[src/rtl/pool2d_stream.sv]
// Streaming non-overlapping 2-D max/average pooling over a raster-scan feature map.
// One partial accumulator per window column group; a single output register carries the result.
module pool2d_stream #(
    parameter int DATA_WIDTH   = 16,
    parameter int CHANNELS     = 1,
    parameter int IMAGE_HEIGHT = 28,
    parameter int IMAGE_WIDTH  = 28,
    parameter int POOL_H       = 2,
    parameter int POOL_W       = 2
) (
    input  logic                           clock,
    input  logic                           reset,
    input  logic                           avg_mode,
    input  logic                           in_valid,
    output logic                           in_ready,
    input  logic [CHANNELS*DATA_WIDTH-1:0] in_data,
    output logic                           out_valid,
    input  logic                           out_ready,
    output logic [CHANNELS*DATA_WIDTH-1:0] out_data,
    output logic                           out_last
);

    localparam int SHIFT  = $clog2(POOL_H * POOL_W);
    localparam int ACC_W  = DATA_WIDTH + SHIFT;
    localparam int GROUPS = IMAGE_WIDTH / POOL_W;
    localparam int RW     = $clog2(IMAGE_HEIGHT + 1);
    localparam int CW     = $clog2(IMAGE_WIDTH + 1);
    localparam int GW     = (GROUPS > 1) ? $clog2(GROUPS) : 1;

    if ((IMAGE_HEIGHT % POOL_H) != 0) begin : g_bad_height
        $error("pool2d_stream: IMAGE_HEIGHT must be a multiple of POOL_H");
    end
    if ((IMAGE_WIDTH % POOL_W) != 0) begin : g_bad_width
        $error("pool2d_stream: IMAGE_WIDTH must be a multiple of POOL_W");
    end
    if ((POOL_H < 1) || ((POOL_H & (POOL_H - 1)) != 0) ||
        (POOL_W < 1) || ((POOL_W & (POOL_W - 1)) != 0)) begin : g_bad_pool
        $error("pool2d_stream: POOL_H and POOL_W must be powers of two");
    end

    logic [RW-1:0]                  row_r;
    logic [CW-1:0]                  col_r;
    logic                           mode_r;
    logic                           out_valid_r;
    logic                           out_last_r;
    logic [CHANNELS*DATA_WIDTH-1:0] out_data_r;
    logic signed [ACC_W-1:0]        part_r [GROUPS][CHANNELS];

    logic                           xfer_s;
    logic                           frame_start_s;
    logic                           first_s;
    logic                           emit_s;
    logic                           last_px_s;
    logic                           mode_s;
    logic [GW-1:0]                  grp_s;
    logic signed [ACC_W-1:0]        pix_ext_s [CHANNELS];
    logic signed [ACC_W-1:0]        cur_s     [CHANNELS];
    logic signed [ACC_W-1:0]        comb_s    [CHANNELS];
    logic [CHANNELS*DATA_WIDTH-1:0] res_s;

    // Handshake and window-position decode.
    always_comb begin
        in_ready      = !out_valid_r || out_ready;
        xfer_s        = in_valid && in_ready;
        frame_start_s = (row_r == {RW{1'b0}}) && (col_r == {CW{1'b0}});
        first_s       = ((row_r % RW'(POOL_H)) == {RW{1'b0}}) &&
                        ((col_r % CW'(POOL_W)) == {CW{1'b0}});
        emit_s        = ((row_r % RW'(POOL_H)) == RW'(POOL_H - 1)) &&
                        ((col_r % CW'(POOL_W)) == CW'(POOL_W - 1));
        last_px_s     = (row_r == RW'(IMAGE_HEIGHT - 1)) && (col_r == CW'(IMAGE_WIDTH - 1));
        // The frame's first pixel uses the live mode bit, since it is latched on that same edge.
        mode_s        = frame_start_s ? avg_mode : mode_r;
        grp_s         = GW'(col_r / CW'(POOL_W));
    end

    // Per-lane combine of the incoming pixel with its window partial, and the pooled result.
    always_comb begin
        res_s = {(CHANNELS*DATA_WIDTH){1'b0}};
        for (int c = 0; c < CHANNELS; c++) begin
            pix_ext_s[c] = ACC_W'($signed(in_data[c*DATA_WIDTH +: DATA_WIDTH]));
            cur_s[c]     = part_r[grp_s][c];
            if (first_s) begin
                comb_s[c] = pix_ext_s[c];
            end else if (mode_s) begin
                comb_s[c] = cur_s[c] + pix_ext_s[c];
            end else if (pix_ext_s[c] > cur_s[c]) begin
                comb_s[c] = pix_ext_s[c];
            end else begin
                comb_s[c] = cur_s[c];
            end
            if (mode_s) begin
                res_s[c*DATA_WIDTH +: DATA_WIDTH] = DATA_WIDTH'(comb_s[c] >>> SHIFT);
            end else begin
                res_s[c*DATA_WIDTH +: DATA_WIDTH] = comb_s[c][DATA_WIDTH-1:0];
            end
        end
    end

    // Raster position counters and per-frame mode latch.
    always_ff @(posedge clock) begin
        if (reset) begin
            row_r  <= {RW{1'b0}};
            col_r  <= {CW{1'b0}};
            mode_r <= 1'b0;
        end else if (xfer_s) begin
            if (frame_start_s) begin
                mode_r <= avg_mode;
            end
            if (col_r == CW'(IMAGE_WIDTH - 1)) begin
                col_r <= {CW{1'b0}};
                row_r <= (row_r == RW'(IMAGE_HEIGHT - 1)) ? {RW{1'b0}} : row_r + RW'(1);
            end else begin
                col_r <= col_r + CW'(1);
            end
        end
    end

    // Partial buffer; the first pixel of each window overwrites, so no reset is required.
    always_ff @(posedge clock) begin
        if (xfer_s) begin
            for (int c = 0; c < CHANNELS; c++) begin
                part_r[grp_s][c] <= comb_s[c];
            end
        end
    end

    // Output register: loads on a window-completing transfer, otherwise drains on handoff.
    always_ff @(posedge clock) begin
        if (reset) begin
            out_valid_r <= 1'b0;
            out_last_r  <= 1'b0;
            out_data_r  <= {(CHANNELS*DATA_WIDTH){1'b0}};
        end else if (xfer_s && emit_s) begin
            out_valid_r <= 1'b1;
            out_last_r  <= last_px_s;
            out_data_r  <= res_s;
        end else if (out_ready) begin
            out_valid_r <= 1'b0;
            out_last_r  <= 1'b0;
        end
    end

    assign out_valid = out_valid_r;
    assign out_last  = out_last_r;
    assign out_data  = out_data_r;

endmodule

[config.mk]
export PLATFORM = sky130hd
export DESIGN_NAME = pool2d_stream
export DESIGN_NICKNAME = d
export VERILOG_FILES = /design/src/rtl/pool2d_stream.sv
export SDC_FILE = /design/constraint.sdc
export NUM_CORES = 1
export LEC_CHECK = 0
export BUFFER_PORTS_ARGS = -buffer_cell sky130_fd_sc_hd__buf_2
export CORE_MARGIN = 1.5
export CORE_UTILIZATION = 61
export CTS_CLUSTER_DIAMETER = 100
export DETAILED_ROUTE_END_ITERATION = 8
export PLACE_DENSITY = 0.84
export SYNTH_ARGS = -nofsm -noshare
export SYNTH_HDL_FRONTEND = slang
export SYNTH_SLANG_ARGS = --single-unit
[constraint.sdc]
create_clock -name clock -period 8.8 [get_ports clock]
set_clock_uncertainty 0.05 [all_clocks]
set_input_delay 1.76 -clock clock [delete_from_list [all_inputs] [get_ports clock]]
set_output_delay 1.76 -clock clock [all_outputs]
set_load 0.1 [all_outputs]
==> results.json <==
{
  "cp-start-kind": "flop",
  "ant_nets": 0,
  "stdcell_count": 1244,
  "drv_cap": 0,
  "critPathMaxStageDelay_ns": 1.10,
  "wire_per_inst_um": 26.0,
  "ir_worst_vdd_v": 0.000184,
  "drt_first_pass_iters": 5,
  "power.density_mw_per_mm2": 224,
  "antenna_found_initial": 0,
  "fin_setup_tns_ns": 0,
  "fin_util_pct": 69.5,
  "r2r_slack_ns": 2.58,
  "clock-sinks": 285,
  "grt_overflow_total": 0,
  "status": "finished clean",
  "synth_cell_types": 74,
  "postRouteWirelength_um": 32300,
  "crit_path_end_kind": "flop",
  "grt_pass1_vias": 8094,
  "cts_buffers": 27,
  "worstSetupPathType": "reg -> reg",
  "holdCritPathClass": "reg -> reg",
  "post-route-drc-count": 0,
  "worstPathCellList": "buf_4 > mux4_2 > mux2i_1 > nor2_1 > a21oi_1 > inv_1 > ha_1 > o21bai_1 > a211oi_1 > a2bb2oi_1 > a221oi_1 > o21ai_0 > o21ai_0 > o21ai_0 > a2111oi_2",
  "required_ns": 8.91,
  "nets": 1010,
  "die_area_mm2": 0.0222,
  "slew_violations": 0,
  "portBuffers": 39,
  "max-slew-margin-rel_pct": 19.8,
  "synth-edff-count": 252,
  "fmax_mhz": 161,
  "cts_resized": 0,
  "synthToLayoutAreaGrowth_pct": 11.9,
  "multiInputGateArea_mm2": 0.00451,
  "yosys_warnings": 0,
  "max_slew.worst_pin.slew_ns": 1.20,
  "gp_congestion": 1.02,
  "num_rows": 53,
  "critical_path.slowest_cell": "a2111oi_2",
  "ys_seq_area_share_pct": 63.2,
  "fillCellCount": 1376,
  "synthesis.area_mm2": 0.0130,
  "cts_max_level": 1,
  "dieHeight_um": 149,
  "dpl.cell_count": 1195,
  "met2_length_um": 15300,
  "vias": 8295,
  "place_hpwl_um": 19400,
  "critPathMaxFanout": 28,
  "drive_above_1_share_pct": 19.0,
  "synth_nets": 965,
  "setup_viol": 0,
  "cts_tree": "yes",
  "antennaDiodeCount": 0,
  "routed.top_layer": "met4",
  "async_flop_share_pct": 0,
  "drt_iter0_markers": 942,
  "io-pin-count": 40,
  "start_util_pct": 62.1,
  "period_share_pct": 70.7,
  "post-cts-setup-buffers": 0,
  "fin_crit_ns": 6.22,
  "fp.dieW_um": 149,
  "clk_pin_slew_worst_paths_ns": 0.06,
  "clock_path_buffers": 3,
  "core_mm2": 0.0210,
  "synthFlopType": "edfxtp_1",
  "wl_met3_um": 2940,
  "syn_area_per_cell_um2": 14.4,
  "grt_use_total_pct": 30.1,
  "ys_seq_elements": 285,
  "via_per_inst": 6.67,
  "m1WireLength_um": 12700,
  "grt_pass1_wl_um": 48600,
  "cts.root.buffer_cell": "clkbuf_16",
  "netlist_instances": 904,
  "clock_latency_ns": 0.54,
  "seq_area_mm2": 0.00823,
  "cts_hold_buffers": 0,
  "crit_top_cell": "o21ai_0",
  "grt_max_degree": 44,
  "rsz0062_at_grt": "no",
  "crit_arrival_ns": 6.33,
  "hold_viol": 0,
  "p_leak_uw": 0.00504
}
## power breakdown
| group | internal, uW | leakage [uW] | total [uW] | switching (uW) |
|---|---|---|---|---|
| sequential | 1530 | 0.00254 | 1550 | 15.7 |
| clock | 766 | 0.000457 | 1250 | 481 |
| combinational | 158 | 0.00204 | 457 | 299 |
| total | 2460 | 0.00504 | 3260 | 796 |
## cells in the mapped netlist, drive strengths merged (14+ instances only)
cell    instances  area, um^2
a21oi          72         364
o21ai          24         120
inv            40         150
buf            17        97.6
dfxtp          33         661
clkbuf         29         109
nand2          44         165
mux4           54        1220
nor2           77         289
mux2i          41         410
edfxtp        252        7570
xnor2          14         123
ha             39         488
nor3           19        95.1
## path summary, 6_finish.rpt
kind,start,cells past startpoint,endpoint
min,out_data[5]$_SDFFE_PP0P_,2,out_data[5]$_SDFFE_PP0P_
max reg2reg,flop,15,part_r[5][16]$_DFFE_PP_
min reg2reg,out_data[5]$_SDFFE_PP0P_,2,out_data[5]$_SDFFE_PP0P_
max,flop,15,part_r[5][16]$_DFFE_PP_
## metal layers
metal,GRT usage (%),vias up
li1,-,3603
met1,42.9,4131
met2,46.6,464
met3,4.89,97
met4,12.7,0
met5,0,-
## layout make-up
| cell class | count | area share (%) |
|---|---|---|
| clock buffer | 32 | 4.77 |
| inverter | 41 | 1.06 |
| sequential | 285 | 56.6 |
| multi-input combinational | 532 | 31.0 |
| tap | 275 | 2.36 |
| clock inverter | 17 | 1.77 |
| timing repair buffer | 62 | 2.53 |
## per-stage QoR
stage | setup WS [ns] | cell area, um^2 | hold slack, ns | power, uW
floorplan | 3.08 | 13000 | 0.437 | 1890
global placement | 2.85 | 13600 | 0.407 | 2020
CTS | 2.64 | 14600 | 0.429 | 3260
finish | 2.58 | 14600 | 0.427 | 3260
detailed placement | 2.73 | 13600 | 0.415 | 2020
global route | 2.16 | 14600 | 0.467 | 3360
## sequential cells by signal, indices dropped and copies added, names as in the netlist, named ones only
name and flops:
part_r 252, out_last 1, row_r 5, out_valid 1
out_data 16, mode_r 1, col_r 5
## cells by family (layout without fill, tap and decap cells)
logic type               count (synthesis)  count (layout)  share of synthesized area (%)
AO/OA/AOI/OAI                          176             176                           8.97
XOR/XNOR                                18              18                           1.21
adder cells (fa/ha/maj)                 40              40                           3.90
buffers and inverters                   87             152                           2.77
flip-flops                             285             285                           63.2
multiplexers                            98              98                           12.8
AND/OR/NAND/NOR                        200             200                           7.15
## worst max-delay path, delay by kind of cell (launching register included)
kind / cells / cell delay (ns)
compound gates: 9 / 3.47
simple gates: 1 / 0.07
fa+ha+maj: 1 / 0.23
mux: 2 / 0.57
buf+inv: 2 / 0.61
flops: 1 / 0.80
## layout by cell type, fill, tap and decap left out, types with 7 or more instances in the layout
cell and count:
nand2_1 44, buf_4 23, xnor2_1 14, a21oi_1 71
dfxtp_1 31, mux4_2 54, mux2i_1 40, bufinv_16 7
a211oi_1 9, clkbuf_16 27, edfxtp_1 252, nor3_1 15
o21ai_0 22, nor2_1 73, clkinv_1 8, or3_1 7
inv_1 39, ha_1 39, nand3_1 10, buf_2 39
Note: power is estimated with default switching activity, not from simulation.
